File: src/rtl/sms_oc_bus_arbiter.sv
// sms_oc_bus_arbiter
//
// Round-robin arbiter for one open-collector, wired-OR SDTRL bus line.
// At most one card group's open-collector driver is enabled at a time. Each
// tenure is framed by a settle window (driver on, data not yet trusted) and
// a recovery window (all drivers off) so the pulled-up line is never fought
// over.
//
// Parameters:
//   N_REQ          number of requesters (2..8)
//   SETTLE_CYCLES  cycles from grant to bus_valid (1..7)
//   RECOVER_CYCLES idle cycles after release before the next grant (1..7)
//   MAX_HOLD       owned cycles before a forced release (2..255); only used
//                  when SMS_ARB_TIMEOUT_EN is defined
//
// Ports:
//   clk        rising-edge clock
//   reset_n    asynchronous active-low reset
//   req_n      per-requester request, active-low (only a strict 0 requests)
//   done_n     per-requester release strobe, active-low (strict 0)
//   oc_en      one-hot enable for the owner's open-collector driver
//   bus_valid  owner's data on the bus has settled
//   busy       arbiter is not idle
//   owner      index of the current or most recent owner
//   timeout    one-cycle pulse on a forced release
//
// Optional feature macro: SMS_ARB_TIMEOUT_EN builds an 8-bit hold counter
// and forces a release after MAX_HOLD owned cycles. Without it ownership is
// unbounded and timeout stays 0.
//
// Handshake: a requester holds req_n[i] low until it is granted and keeps it
// low for its whole tenure; it ends the tenure by pulsing done_n[i] low (or by
// dropping req_n[i]) while bus_valid is high. Requests are never latched, so a
// requester that is not granted must keep asserting. All outputs are
// registered.

module sms_oc_bus_arbiter #(
  parameter int N_REQ          = 4,
  parameter int SETTLE_CYCLES  = 2,
  parameter int RECOVER_CYCLES = 1,
  parameter int MAX_HOLD       = 16
) (
  input  logic             clk,
  input  logic             reset_n,
  input  logic [N_REQ-1:0] req_n,
  input  logic [N_REQ-1:0] done_n,
  output logic [N_REQ-1:0] oc_en,
  output logic             bus_valid,
  output logic             busy,
  output logic [2:0]       owner,
  output logic             timeout
);

  if (N_REQ < 2 || N_REQ > 8 || SETTLE_CYCLES < 1 || SETTLE_CYCLES > 7 ||
      RECOVER_CYCLES < 1 || RECOVER_CYCLES > 7 ||
      MAX_HOLD < 2 || MAX_HOLD > 255) begin : g_bad_params
    $error("sms_oc_bus_arbiter: parameter out of range");
  end

  typedef enum logic [1:0] {
    ST_IDLE    = 2'd0,
    ST_SETTLE  = 2'd1,
    ST_OWN     = 2'd2,
    ST_RELEASE = 2'd3
  } state_e;

  localparam logic [2:0] SETTLE_LAST  = 3'(SETTLE_CYCLES - 1);
  localparam logic [2:0] RECOVER_LAST = 3'(RECOVER_CYCLES - 1);
  localparam logic [2:0] LAST_IDX     = 3'(N_REQ - 1);

  state_e             state_q, state_d;
  logic [2:0]         ptr_q, ptr_d;
  logic [2:0]         cnt_q, cnt_d;
  logic [N_REQ-1:0]   oc_en_q, oc_en_d;
  logic               bus_valid_q, bus_valid_d;
  logic               busy_q, busy_d;
  logic [2:0]         owner_q, owner_d;
  logic               timeout_q, timeout_d;

  // Padded to 8 so a 3-bit candidate index always selects a real bit.
  logic [7:0]         req_act;
  logic [N_REQ-1:0]   done_act;
  logic               grant_found;
  logic [2:0]         grant_idx;
  logic [3:0]         cand;
  logic               own_req;
  logic               own_done;
  logic               hold_expired;

`ifdef SMS_ARB_TIMEOUT_EN
  localparam logic [7:0] HOLD_LAST = 8'(MAX_HOLD - 1);
  logic [7:0] hold_q, hold_d;
  // hold_q counts completed OWN cycles; the edge that would make it reach
  // MAX_HOLD is the forced-release edge.
  assign hold_expired = (hold_q == HOLD_LAST);
`else
  assign hold_expired = 1'b0;
`endif

  // Pulled-up lines may float to z or x; only a driven 0 counts as active.
  always_comb begin
    req_act  = '0;
    done_act = '0;
    for (int i = 0; i < N_REQ; i++) begin
      req_act[i]  = (req_n[i] === 1'b0);
      done_act[i] = (done_n[i] === 1'b0);
    end
  end

  // First active index at or after ptr_q, wrapping. Scanning from the far
  // end down lets the nearest candidate overwrite the others without a break.
  always_comb begin
    grant_found = 1'b0;
    grant_idx   = 3'd0;
    cand        = 4'd0;
    for (int off = N_REQ - 1; off >= 0; off--) begin
      cand = {1'b0, ptr_q} + 4'(off);
      if (cand >= 4'(N_REQ)) begin
        cand = cand - 4'(N_REQ);
      end
      if (req_act[cand[2:0]]) begin
        grant_found = 1'b1;
        grant_idx   = cand[2:0];
      end
    end
  end

  // oc_en_q is one-hot on the owner during a tenure, so it doubles as the
  // owner mask; non-owner done_n/req_n bits are ignored.
  assign own_req  = |(req_act[N_REQ-1:0] & oc_en_q);
  assign own_done = |(done_act & oc_en_q);

  always_comb begin
    state_d     = state_q;
    ptr_d       = ptr_q;
    cnt_d       = cnt_q;
    oc_en_d     = oc_en_q;
    bus_valid_d = bus_valid_q;
    busy_d      = busy_q;
    owner_d     = owner_q;
    timeout_d   = 1'b0;
`ifdef SMS_ARB_TIMEOUT_EN
    hold_d      = hold_q;
`endif
    case (state_q)
      ST_IDLE: begin
        if (grant_found) begin
          state_d = ST_SETTLE;
          oc_en_d = N_REQ'(8'b1 << grant_idx);
          owner_d = grant_idx;
          ptr_d   = (grant_idx == LAST_IDX) ? 3'd0 : grant_idx + 3'd1;
          busy_d  = 1'b1;
          cnt_d   = 3'd0;
        end
      end
      ST_SETTLE: begin
        if (cnt_q == SETTLE_LAST) begin
          state_d     = ST_OWN;
          bus_valid_d = 1'b1;
`ifdef SMS_ARB_TIMEOUT_EN
          hold_d      = 8'd0;
`endif
        end else begin
          cnt_d = cnt_q + 3'd1;
        end
      end
      ST_OWN: begin
`ifdef SMS_ARB_TIMEOUT_EN
        hold_d = hold_q + 8'd1;
`endif
        if (own_done || !own_req || hold_expired) begin
          state_d     = ST_RELEASE;
          oc_en_d     = '0;
          bus_valid_d = 1'b0;
          timeout_d   = hold_expired;
          cnt_d       = 3'd0;
        end
      end
      ST_RELEASE: begin
        if (cnt_q == RECOVER_LAST) begin
          state_d = ST_IDLE;
          busy_d  = 1'b0;
        end else begin
          cnt_d = cnt_q + 3'd1;
        end
      end
      default: begin
        state_d     = ST_IDLE;
        oc_en_d     = '0;
        bus_valid_d = 1'b0;
        busy_d      = 1'b0;
      end
    endcase
  end

  // Reset drops every driver enable at once; no release window is run.
  always_ff @(posedge clk or negedge reset_n) begin
    if (!reset_n) begin
      state_q     <= ST_IDLE;
      ptr_q       <= 3'd0;
      cnt_q       <= 3'd0;
      oc_en_q     <= '0;
      bus_valid_q <= 1'b0;
      busy_q      <= 1'b0;
      owner_q     <= 3'd0;
      timeout_q   <= 1'b0;
`ifdef SMS_ARB_TIMEOUT_EN
      hold_q      <= 8'd0;
`endif
    end else begin
      state_q     <= state_d;
      ptr_q       <= ptr_d;
      cnt_q       <= cnt_d;
      oc_en_q     <= oc_en_d;
      bus_valid_q <= bus_valid_d;
      busy_q      <= busy_d;
      owner_q     <= owner_d;
      timeout_q   <= timeout_d;
`ifdef SMS_ARB_TIMEOUT_EN
      hold_q      <= hold_d;
`endif
    end
  end

  assign oc_en     = oc_en_q;
  assign bus_valid = bus_valid_q;
  assign busy      = busy_q;
  assign owner     = owner_q;
  assign timeout   = timeout_q;

endmodule

File: config.mk
export PLATFORM = sky130hd
export DESIGN_NAME = sms_oc_bus_arbiter
export DESIGN_NICKNAME = d
export VERILOG_FILES = /design/src/rtl/sms_oc_bus_arbiter.sv
export SDC_FILE = /design/constraint.sdc
export NUM_CORES = 1
export LEC_CHECK = 0
export CAP_MARGIN = 15
export CORE_ASPECT_RATIO = 1.75
export CORE_MARGIN = 4
export CORE_UTILIZATION = 25
export DETAILED_ROUTE_END_ITERATION = 7
export PLACE_DENSITY_LB_ADDON = 0.2
export RECOVER_POWER = 100
export SYNTH_ARGS = -nofsm -noshare
export SYNTH_HDL_FRONTEND = slang
export SYNTH_SLANG_ARGS = --single-unit
File: constraint.sdc
create_clock -name clk -period 2.71 [get_ports clk]
set_input_delay 0.271 -clock clk [delete_from_list [all_inputs] [get_ports clk]]
set_output_delay 0.271 -clock clk [all_outputs]
set_load 0.1 [all_outputs]
[Word level (Yosys, flattened, before mapping)]
Cells that the tools add are included.
Storage, ports and cells
  flip-flop bits (word level): 17
  bits in latches: 0
  memory bits (writable): 0
  ROM bits: 0
  output and inout bits: 10
  logic and storage cells: 101
  memories kept: 0
Cells by class
  add/sub/neg operators: 9
  multipliers: 0
  divide/modulo/power cells: 0
  order comparisons: 8
  equal/unequal tests: 19
  shifts and indexed selects: 1
  muxes and demuxes: 40
  bitwise logic cells: 2
  reduce and logical (&&, ||, !) cells: 15
Operators by type and width (count)
  2-to-1 mux 3 bit: 13
  < comparator 3 x 4 -> 1 bit (second input constant): 4
  binary-select mux 1 bit (select 3 bit): 4
  greater-or-equal comparator 4 x 3 -> 1 bit (second input constant): 3
  2-to-1 mux 1 bit: 12
  != test 2 bit (second input constant): 6
  case mux 3 bit (4 select lines): 1
  subtractor 3 bit (second input constant): 4
  AND reduction 3 bit: 3
  adder 3 x 2 -> 4 bit (second input constant): 2
  AND 4 bit: 2
  case equality test 1 bit (second input constant): 8
  2-to-1 mux 2 bit: 4
  2-to-1 mux 4 bit: 2
  case mux 2 bit (4 select lines): 1
  case mux 4 bit (2 select lines): 1
  AND reduction 4 bit: 2
  OR reduction 4 bit: 2
  adder 3 x 1 -> 3 bit (second input constant): 2
  nonzero test 2 bit: 3
  adder 3 x 1 -> 4 bit (second input constant): 1
  equality test 2 bit (second input constant): 2
  case mux 1 bit (2 select lines): 2
  left shift 1 x 3 -> 4 bit (first input constant): 1
  other kinds (9): 9

[Depth between registers and ports, before layout]
Gate-level depths: netlist of run 1.
  depth in word-level cells: 12
  mapped depth: 13
  gate-level depth less buffers: 10

[Least setup slack after synthesis of run 1]
Ideal clock, no wire load.
  path type: register -> register
  start: register ptr_q[0]
  end: register oc_en_q[0], in the netlist oc_en[0]
  library setup time: 0.124 ns
  data arrival time: 2.761 ns
  data required time: 2.586 ns
  slack: -0.175 ns
  stages on the path, launching flop included: 13
  buffers on the path: 3
  clock period less this slack: 2.885 ns
  path through: dfrtp_1 > buf_6 > clkbuf_1 > inv_1 > ha_1 > buf_2 > mux2_2 > or4_1 > o21ai_0 > inv_1 > ha_1 > a31oi_1 > o2bb2ai_1
On the way
  word-level cells in the longest chain between the ends: 12
Ends and longest elaborated chain
  start, declared: RTL line 72  | logic [2:0] ptr_q, ptr_d;
  start signal, assigned: RTL line 212  | ptr_q <= ptr_d;
  adder 3 x 2 -> 4 bit: RTL line 117  | cand = {1'b0, ptr_q} + 4'(off);
  greater-or-equal comparator 4 x 3 -> 1 bit / subtractor 3 bit (equally long branches): RTL line 118, 119
  2-to-1 mux 3 bit: RTL line 118  | if (cand >= 4'(N_REQ)) begin
  binary-select mux 1 bit (select 3 bit): RTL line 121  | if (req_act[cand[2:0]]) begin
  2-to-1 mux 1 bit (implied by the code): RTL line 121
  2-to-1 mux 3 bit (3 in a row): RTL line 121
  2-to-1 mux 3 bit (*): RTL line 121
  net grant_idx[0]: RTL line 84  | logic [2:0] grant_idx;
  left shift 1 x 3 -> 4 bit (*): RTL line 149  | oc_en_d = N_REQ'(8'b1 << grant_idx);
  2-to-1 mux 4 bit (*): RTL line 147  | if (grant_found) begin
  case mux 4 bit (2 select lines) (*): RTL line 145  | case (state_q)
  end signal, assigned: RTL line 214  | oc_en_q <= oc_en_d;
  end, declared: RTL line 74  | logic [N_REQ-1:0] oc_en_q, oc_en_d;
Mark *: on every way through the listed nets, which the timed path passes. The rest lies on a longest branch. The select of a mux whose other input is x is not followed.
A chain may end at the register's enable or synchronous reset.

[Worst setup path in the final report of run 1]
  start: register ptr_q[1]
  end: register oc_en_q[0], in the netlist oc_en[0]
The elaborated chain is that of the path after synthesis.

==> results of run 1 <==
logic make-up after synthesis:
logic type,count (synthesis),share of synthesized area
multiplexers,13,0.1215
AO/OA/AOI/OAI,44,0.2048
buffers and inverters,26,0.07732
other,1,0.002546
AND/OR/NAND/NOR,47,0.1861
flip-flops,17,0.2889
adder cells (fa/ha/maj),14,0.1189
flip-flops by register name, indices dropped and copies added, names as in the netlist:
name	cells
cnt_q	3
state_q	2
ptr_q	3
oc_en	4
bus_valid	1
owner	3
busy	1
metrics by stage:
| step | power [W] | area [um^2] | hold WS, ns |
|---|---|---|---|
| after detailed placement | 0.001986 | 1732 | 0.4886 |
| after global placement | 0.001981 | 1732 | 0.4867 |
| final | 0.002084 | 1733 | 0.4933 |
| after floorplan | 0.001623 | 1479 | -0.02459 |
| after CTS | 0.002183 | 1777 | 0.5062 |
| after global routing | 0.002264 | 1733 | 0.5383 |
layer usage:
layer  up-vias  wire, um  track usage
li1        617         -            -
met1       615      1464       0.1206
met2        14      2172       0.2190
met3         6        74     0.009202
met4         0        70      0.04070
met5         -         0            0
area by class of cell:
| cell class | instances | area, um^2 |
|---|---|---|
| fillers | 601 | 3897 |
| multi-input cells | 119 | 930.9 |
| flip-flops and latches | 17 | 425.4 |
| repair buffers | 25 | 172.7 |
| well taps | 76 | 95.09 |
| inverters | 17 | 63.81 |
| clock buffers | 4 | 45.04 |
repair_timing:
item	4_1_cts	5_1_grt
setup endpoints to repair	0	1
hold endpoints to repair	0	0
gates resized for setup	0	1
report_power, final:
part | leakage [nW] | switching, W | internal [W] | total, W
clock network | 0.0228 | 0.0000864 | 0.000104 | 0.000191
registers | 0.215 | 0.0000646 | 0.000345 | 0.000409
logic | 0.522 | 0.000951 | 0.000533 | 0.00148
total | 0.760 | 0.00110 | 0.000982 | 0.00208
cell usage in the layout (no fill, tap or decap), drive strengths merged, types with 2 or more instances in the layout:
master	Yosys	final
clkdlybuf4s50	0	8
o21ai	14	14
mux2i	4	4
dfrtp	17	17
clkbuf	3	15
nand2b	8	8
mux4	3	3
nor2b	2	2
a21oi	5	5
nand3	2	2
inv	17	17
o31ai	6	6
nand2	8	8
mux2	6	6
a21o	2	2
a32oi	2	2
ha	14	14
nor2	11	11
or2	2	2
buf	6	5
a31oi	2	2
nand3b	3	3
o22ai	2	2
and2	3	3
final timing paths:
path / to / slack (ns)
max reg2reg: oc_en[0]$_DFFE_PN0P_ / 0.21
min: owner[2]$_DFFE_PN0P_ / 0.49
max in group asynchronous: bus_valid$_DFFE_PN0P_ / 1.66
min in group asynchronous: cnt_q[1]$_DFFE_PN0P_ / 0.55
max: oc_en[0]$_DFFE_PN0P_ / 0.21
min reg2reg: owner[2]$_DFFE_PN0P_ / 0.49
==> results.tsv, run 1 <==
stage	metric	value	unit
outcome	outcome	complete, no violations	
critical_path	crit start category	register	
routing	antenna-violating nets left	0	
clock_tree	CTS clk-pin slew, worst paths	0.07	ns
power	maximum vdd ir drop	0.5163	mV
place	Post-Place Cells	254	
floorplan	Die H	109.5	um
finish	layout cells sized above 1	0.1374	
critical_path	Slowest-stage cell, CP	or4_1	
synthesis	Seq/Total Area, Yosys	0.2889	
timing	clock skew	0.001385	ns
critical_path	critical path class	register to register	
routing	count of vias placed by the detailed router	1252	
clock_tree	CTS Sinks	17	
routing	total wire length	3.781	mm
critical_path	CP peak stage delay	0.50	ns
timing	fin worst setup slack	0.2128	ns
timing	setup_tns	0	ns
routing	WL per Instance	14.66	um
clock_tree	Worst-Skew Late Latency	0.25	ns
place	post-DP HPWL	3.002	mm
synthesis	Post-Synthesis Cells	162	
critical_path	crit path from	ptr_q[1]$_DFFE_PN0P_	
finish	Final #Nets	207	
floorplan	die area	0.007231	mm^2
routing	Post-route DRC	0	
synthesis	post-synthesis register bit count	17	
global_routing	grt ovf	0	
finish	Antenna diodes	0	
timing	Final Max Slew Viols	0	
critical_path	critical path buffer and inverter count	2	
worst_hold_path	hold_sp	owner[2]$_DFFE_PN0P_	
synthesis	Post-synth EDFFs	0	
clock_tree	CTS tree	done	
floorplan	Ports	20	
worst_hold_path	worst hold-check path type	register to register	
critical_path	Critical R2R Launch	ptr_q[1]$_DFFE_PN0P_	
power	PwrDens	1203	mW/mm^2
critical_path	Worst Reg-to-Reg Cells	9	
critical_path	cell count along the critical path	9	
synthesis	synth cell count leaders	17 x dfrtp_1, 17 x inv_1, 14 x ha_1, 14 x o21ai_0, 11 x nor2_1	
place	PortBufs	18	
routing	1st-iter DRT viols	66	
timing	fmax	400.5	MHz
place	dpl ws	0.06462	ns
clock_tree	Num CTS Buffers	3	
timing	RSZ-0062 raised after global routing	false	
clock_tree	htree depth	1	
timing	post-route minimum period	2.497	ns
floorplan	Chip Width	66.02	um
place	GPL Wtd Cong	0.7631	
critical_path	Crit Path Max Fanout	8	
synthesis	Primary FF master, synth	dfrtp_1	
clock_tree	CTS max path bufs	2	
synthesis	Synth Area per Inst	9.091	um^2
synthesis	share of the synthesized area in the top cell type	0.2889	
clock_tree	hold-fix buffers at CTS	0	
global_routing	number of global-route vias before repair	1302	
timing	final hold vios	0	
power	reported leakage power	0.7595	nW
global_routing	first-pass GRT wire length	6.265	mm
critical_path	crit end category	register	
critical_path	crit-path most repeated cell	inv_1	
finish	Post-Route Utilization	0.3078	
critical_path	Crit path max-delay family	adder cells	
timing	setup violators final	0	
critical_path	critical path, cell by cell	inv_1 > ha_2 > mux2_2 > or4_1 > o21ai_2 > inv_1 > ha_1 > a31oi_1 > o2bb2ai_1	
synthesis	FFs w/ async S/R, synth	1.000	
floorplan	# rows	36	
clock_tree	clk root buf	clkbuf_8	
synthesis	largest area contributor in the netlist	dfrtp_1	
critical_path	crit path DAT	2.63	ns
finish	synthesis-to-finish area growth	17.67	%
timing	worst slew pin tran	1.199	ns
timing	Final period util	0.9215	
flow_run	Max-Cap Viols	0	
global_routing	largest net degree at the start of global routing	20	
synthesis	total of warnings raised by yosys	0	
synthesis	most area-consuming cells after synthesis	dfrtp_1 29%, ha_1 12%, o21ai_0 4.8%	
worst_hold_path	worst hold path stage count	1	
routing	DR pass1 iterations	4	
floorplan	core area	0.005630	mm^2
global_routing	All-Layer GR Usage	0.1117	
routing	vias per cell	4.853	
finish	post-route non-filler standard cell count	258	
timing	worst rel slew slack	0.2038	
synthesis	syn_nets	186	
synthesis	area of the mapped netlist	0.001473	mm^2
global_routing	initial antenna violation count	0	
clock_tree	postcts setup bufs	0	
floorplan	Starting Density	0.2616	
critical_path	required time worst endpoint	2.84	ns
synthesis	post-synthesis cell type count	46	
Power figures use the tool's default switching activity.
==> run 2: changes to the inputs <==
--- a/config.mk
+++ b/config.mk
@@ -6,7 +6,7 @@
 export NUM_CORES = 1
 export LEC_CHECK = 0
 export CAP_MARGIN = 15
-export CORE_ASPECT_RATIO = 1.75
+export CORE_ASPECT_RATIO = 1.1
 export CORE_MARGIN = 4
 export CORE_UTILIZATION = 25
 export DETAILED_ROUTE_END_ITERATION = 7
==> run 2 against run 1 <==
Sequential power hardly changed; flip-flop and latch count stayed put; critical path type unchanged; core utilization is 0.59 points lower; routed wire length is 8.8% lower; total power is 1.6% lower; register-to-register slack worse by 0.03 ns; worst setup slack worse by 0.031 ns; clock skew is 0.0018 ns higher; first-iteration DRC count is 18% lower; critical endpoint unchanged; cell count is 0.39% higher; hold slack better by 0.00066 ns; design area is 0.14% lower.
==> results.tsv, run 2 (synthesized netlist as in run 1, its figures left out) <==
stage	metric	value	unit	change
floorplan	core area	0.005733	mm^2	+1.8%
global_routing	first-pass GRT wire length	5.830	mm	-6.9%
clock_tree	htree depth	1		unchanged
place	dpl ws	0.03994	ns	-0.02468 ns
clock_tree	CTS clk-pin slew, worst paths	0.07	ns	about the same
timing	Final period util	0.9329		+0.01148
global_routing	initial antenna violation count	0		unchanged
finish	Antenna diodes	0		unchanged
global_routing	grt ovf	0		unchanged
power	PwrDens	1185	mW/mm^2	-1.5%
finish	synthesis-to-finish area growth	17.50	%	
place	GPL Wtd Cong	0.7330		-3.9%
critical_path	Slowest-stage cell, CP	or4_1		
critical_path	Reg2Reg Setup Slack	0.18	ns	-0.03 ns
clock_tree	postcts setup bufs	0		unchanged
timing	setup_tns	0	ns	unchanged
critical_path	critical path, cell by cell	inv_1 > ha_1 > mux2_2 > or4_1 > o21ai_2 > inv_1 > ha_1 > a31oi_1 > o2bb2ai_1		
timing	post-route minimum period	2.528	ns	+0.03112 ns
clock_tree	Num CTS Buffers	3		unchanged
timing	worst rel slew slack	0.2206		+0.01680
power	Tot Pwr	0.002050	W	-1.6%
flow_run	Max-Cap Viols	0		unchanged
timing	worst slew pin tran	1.174	ns	-0.02530 ns
routing	WL per Instance	13.32	um	-9.1%
finish	Final #Nets	207		unchanged
floorplan	Starting Density	0.2569		-0.004681
clock_tree	CTS Sinks	17		unchanged
finish	commonest non-fill, non-tap cells in the layout	17 x inv_1, 17 x dfrtp_1, 14 x ha_1		
floorplan	Ports	20		unchanged
routing	count of vias placed by the detailed router	1230		-1.8%
outcome	outcome	complete, no violations		
routing	total wire length	3.449	mm	-8.8%
clock_tree	CTS max path bufs	2		unchanged
finish	Post-Route Utilization	0.3018		-0.005945
timing	setup violators final	0		unchanged
floorplan	die area	0.007184	mm^2	-0.64%
critical_path	critical path class	register to register		
finish	max FFs per register	4		unchanged
worst_hold_path	worst hold path stage count	1		unchanged
power	reported leakage power	0.7577	nW	-0.24%
worst_hold_path	worst hold-check path type	register to register		
critical_path	crit path DAT	2.67	ns	+0.04 ns
timing	final hold vios	0		unchanged
global_routing	largest net degree at the start of global routing	20		unchanged
critical_path	crit end category	register		
worst_hold_path	Worst Hold Endpoint	owner[2]$_DFFE_PN0P_		
timing	Final Max Slew Viols	0		unchanged
routing	Post-route DRC	0		unchanged
critical_path	Crit Path Max Fanout	8		unchanged
routing	DR pass1 iterations	4		unchanged
timing	RSZ-0062 raised after global routing	false		
routing	antenna-violating nets left	0		unchanged
clock_tree	clk root buf	clkbuf_8		
clock_tree	post_cts resized	0		unchanged
critical_path	cell count along the critical path	9		unchanged
critical_path	critical path buffer and inverter count	2		unchanged
timing	clock skew	0.003141	ns	+0.001756 ns
timing	fmax	395.5	MHz	-1.2%
floorplan	# rows	29		-19%
routing	1st-iter DRT viols	54		-18%
clock_tree	CTS tree	done		
floorplan	Chip Width	81.18	um	+23%
critical_path	CP peak stage delay	0.49	ns	about the same
clock_tree	hold-fix buffers at CTS	0		unchanged
critical_path	Worst Reg-to-Reg Cells	9		unchanged
critical_path	Crit path max-delay family	adder cells		
critical_path	worst r2r dst	oc_en[0]$_DFFE_PN0P_		
power	maximum vdd ir drop	0.4270	mV	-17%
critical_path	crit start category	register		
global_routing	number of global-route vias before repair	1191		-8.5%
timing	fin worst setup slack	0.1817	ns	-0.03112 ns
critical_path	Critical R2R Launch	ptr_q[0]$_DFFE_PN0P_		
floorplan	Die H	88.50	um	-19%
finish	layout cells sized above 1	0.1374		unchanged
place	post-DP HPWL	2.651	mm	-12%
worst_hold_path	hold_sp	owner[2]$_DFFE_PN0P_		
clock_tree	Worst-Skew Late Latency	0.25	ns	about the same
place	PortBufs	18		unchanged
global_routing	All-Layer GR Usage	0.1036		-0.008071
critical_path	required time worst endpoint	2.85	ns	about the same
routing	vias per cell	4.749		-2.1%
## run 2: per-stage QoR
step	cells	area (um^2)	hold slack [ns]
final	259	1730	0.4940
after CTS	259	1778	0.4996
after detailed placement	255	1733	0.4847
after global routing	259	1730	0.5263
after global placement	255	1733	0.4764
after floorplan	162	1479	-0.02459
## run 2: area by class of cell
| cell class | instances | area [um^2] |
|---|---|---|
| repair buffers | 25 | 172.7 |
| well taps | 77 | 96.34 |
| multi-input cells | 119 | 927.1 |
| flip-flops and latches | 17 | 425.4 |
| fillers | 642 | 4003 |
| clock buffers | 4 | 45.04 |
| inverters | 17 | 63.81 |
## run 2: report_power, final
group	internal (W)	switching [W]
Sequential	0.000345	0.0000627
Combinational	0.000536	0.000911
Clock	0.000104	0.0000910
Total	0.000985	0.00106
## run 2: metal layers
metal	GRT usage	share of wire
met1	0.1469	0.49
met2	0.1643	0.47
met3	0.009165	0.027
met4	0.03687	0.015
met5	0	0
## run 2: how the worst max path moves through the flow
stage,from,endpoint
floorplan,ptr_q[0]$_DFFE_PN0P_,oc_en[0]$_DFFE_PN0P_
global placement,req_n[1],oc_en[0]$_DFFE_PN0P_
detailed placement,req_n[1],oc_en[0]$_DFFE_PN0P_
CTS,ptr_q[0]$_DFFE_PN0P_,oc_en[0]$_DFFE_PN0P_
global route,ptr_q[0]$_DFFE_PN0P_,cnt_q[0]$_DFFE_PN0P_
finish,ptr_q[0]$_DFFE_PN0P_,oc_en[0]$_DFFE_PN0P_
==> run 3: changes to the inputs <==
--- a/config.mk
+++ b/config.mk
@@ -10,8 +10,8 @@
 export CORE_MARGIN = 4
 export CORE_UTILIZATION = 25
 export DETAILED_ROUTE_END_ITERATION = 7
+export GPL_ROUTABILITY_DRIVEN = 1
 export PLACE_DENSITY_LB_ADDON = 0.2
-export RECOVER_POWER = 100
 export SYNTH_ARGS = -nofsm -noshare
 export SYNTH_HDL_FRONTEND = slang
 export SYNTH_SLANG_ARGS = --single-unit
==> run 3 against run 2 <==
Flip-flop and latch count is the same; non-clock buffer count is the same; combinational power grew 4%; sequential share of layout area shrank 0.66 points; worst setup slack gained 0.0018 ns; maximum frequency is essentially flat; core utilization grew 0.83 points; sequential power is essentially flat; clock-buffer cell count is the same; design area grew 2.7%; clock skew is essentially flat; critical endpoint unchanged; highest routed layer unchanged.
==> results.tsv, run 3 (synthesized netlist as in run 1, its figures left out) <==
stage	metric	value	unit	change
outcome	outcome	complete, no violations		
routing	antenna-violating nets left	0		unchanged
floorplan	core area	0.005733	mm^2	unchanged
power	PwrDens	1188	mW/mm^2	+0.31%
clock_tree	htree depth	1		unchanged
clock_tree	post_cts resized	0		unchanged
timing	worst rel slew slack	0.4620		+0.2414
power	reported leakage power	0.7980	nW	+5.3%
floorplan	# rows	29		unchanged
clock_tree	Worst-Skew Late Latency	0.25	ns	about the same
timing	Final period util	0.9323		about the same
power	maximum vdd ir drop	0.4524	mV	+5.9%
place	post-DP HPWL	2.651	mm	unchanged
critical_path	crit end category	register		
finish	Antenna diodes	0		unchanged
worst_hold_path	worst hold-check path type	input pin to asynchronous set/reset pin		
finish	layout cells sized above 1	0.2033		+0.06593
global_routing	number of global-route vias before repair	1191		unchanged
clock_tree	postcts setup bufs	0		unchanged
global_routing	initial antenna violation count	0		unchanged
timing	final hold vios	0		unchanged
timing	clock skew	0.003038	ns	-0.0001029 ns
routing	vias per cell	4.776		+0.57%
finish	post-route cell area	0.001778	mm^2	+2.7%
timing	RSZ-0062 raised after global routing	false		
clock_tree	hold-fix buffers at CTS	0		unchanged
timing	post-route minimum period	2.526	ns	-0.001841 ns
clock_tree	clk root buf	clkbuf_8		
finish	commonest non-fill, non-tap cells in the layout	17 x inv_1, 17 x dfrtp_1, 16 x buf_4		
floorplan	Die H	88.50	um	unchanged
flow_run	Max-Cap Viols	0		unchanged
routing	Post-route DRC	0		unchanged
timing	final hold slack	0.4812	ns	-0.01277 ns
routing	count of vias placed by the detailed router	1237		+0.57%
global_routing	largest net degree at the start of global routing	20		unchanged
place	PortBufs	18		unchanged
routing	DR pass1 iterations	4		unchanged
finish	Fill cells	630		-1.9%
timing	fin worst setup slack	0.1835	ns	+0.001841 ns
timing	Final Max Slew Viols	0		unchanged
floorplan	die area	0.007184	mm^2	unchanged
timing	setup violators final	0		unchanged
routing	total wire length	3.456	mm	+0.20%
global_routing	grt ovf	0		unchanged
critical_path	required time worst endpoint	2.85	ns	about the same
critical_path	crit start category	register		
timing	worst slew pin tran	0.8044	ns	-0.3697 ns
place	Placed Area	0.001733	mm^2	unchanged
clock_tree	CTS max path bufs	2		unchanged
place	dpl ws	0.03994	ns	unchanged
floorplan	Starting Density	0.2569		unchanged
finish	post-route non-filler standard cell count	259		unchanged
routing	WL per Instance	13.34	um	+0.20%
global_routing	All-Layer GR Usage	0.1036		unchanged
timing	setup_tns	0	ns	unchanged
routing	1st-iter DRT viols	63		+17%
clock_tree	CTS clk-pin slew, worst paths	0.07	ns	about the same
place	GPL Wtd Cong	0.7330		unchanged
clock_tree	CTS Sinks	17		unchanged
finish	synthesis-to-finish area growth	20.73	%	
timing	fmax	395.8	MHz	about the same
floorplan	Chip Width	81.18	um	unchanged
critical_path	critical path class	register to register		
global_routing	first-pass GRT wire length	5.830	mm	unchanged
place	Post-Place Cells	255		unchanged
clock_tree	Num CTS Buffers	3		unchanged
floorplan	Ports	20		unchanged
critical_path	Crit Path Max Fanout	8		unchanged
clock_tree	CTS tree	done		
finish	max FFs per register	4		unchanged
finish	Final #Nets	207		unchanged
critical_path	crit path DAT	2.67	ns	about the same
-- run 3: changes by cell type in the layout (fill, tap and decap cells not counted), sizes merged --
cell           previous run  this run
buf                       6        16
clkdlybuf4s50             7         9
dlygate4sd3               2         0
clkbuf                   14         4
-- run 3: worst paths after layout --
kind | cells past startpoint | endpoint | slack [ns] | start
max | 9 | oc_en[0]$_DFFE_PN0P_ | 0.18 | ptr_q[0]$_DFFE_PN0P_
max in group asynchronous | 1 | oc_en[1]$_DFFE_PN0P_ | 1.73 | reset_n
max reg2reg | 9 | oc_en[0]$_DFFE_PN0P_ | 0.18 | ptr_q[0]$_DFFE_PN0P_
min | 1 | owner[2]$_DFFE_PN0P_ | 0.48 | reset_n
min reg2reg | 1 | owner[2]$_DFFE_PN0P_ | 0.50 | owner[2]$_DFFE_PN0P_
min in group clk | 1 | owner[2]$_DFFE_PN0P_ | 0.50 | owner[2]$_DFFE_PN0P_
-- run 3: cell type report --
class / count / area [um^2] / area share
Inverter: 17 / 63.81 / 0.03589
Timing Repair Buffer: 25 / 210.2 / 0.1182
Sequential cell: 17 / 425.4 / 0.2393
Clock buffer: 4 / 45.04 / 0.02533
Multi-Input combinational cell: 119 / 937.1 / 0.5271
Tap cell: 77 / 96.34 / 0.05419
-- run 3: through the flow --
stage               utilization  total power (W)
global placement         0.3023         0.001951
floorplan                     -         0.001623
finish                   0.3101         0.002113
CTS                      0.3101         0.002146
detailed placement       0.3023         0.001939
global route             0.3101         0.002310
-- run 3: power by group --
group / internal (W) / switching, W
Combinational: 0.000593 / 0.000915
Sequential: 0.000345 / 0.0000645
Clock: 0.000104 / 0.0000911
Total: 0.00104 / 0.00107
-- run 3: critical path: stages (launching register included) --
cell	delay (ns)
dfrtp_1	0.34
inv_1	0.07
ha_1	0.45
mux2_2	0.36
or4_1	0.50
o21ai_2	0.15
inv_1	0.10
ha_1	0.20
a31oi_1	0.16
o2bb2ai_1	0.08
-- run 3: metal layers --
metal / up-vias / share of wire / GRT usage
li1: 618 / - / -
met1: 594 / 0.48 / 0.1469
met2: 21 / 0.48 / 0.1643
met3: 4 / 0.023 / 0.009165
met4: 0 / 0.015 / 0.03687
met5: - / 0 / 0
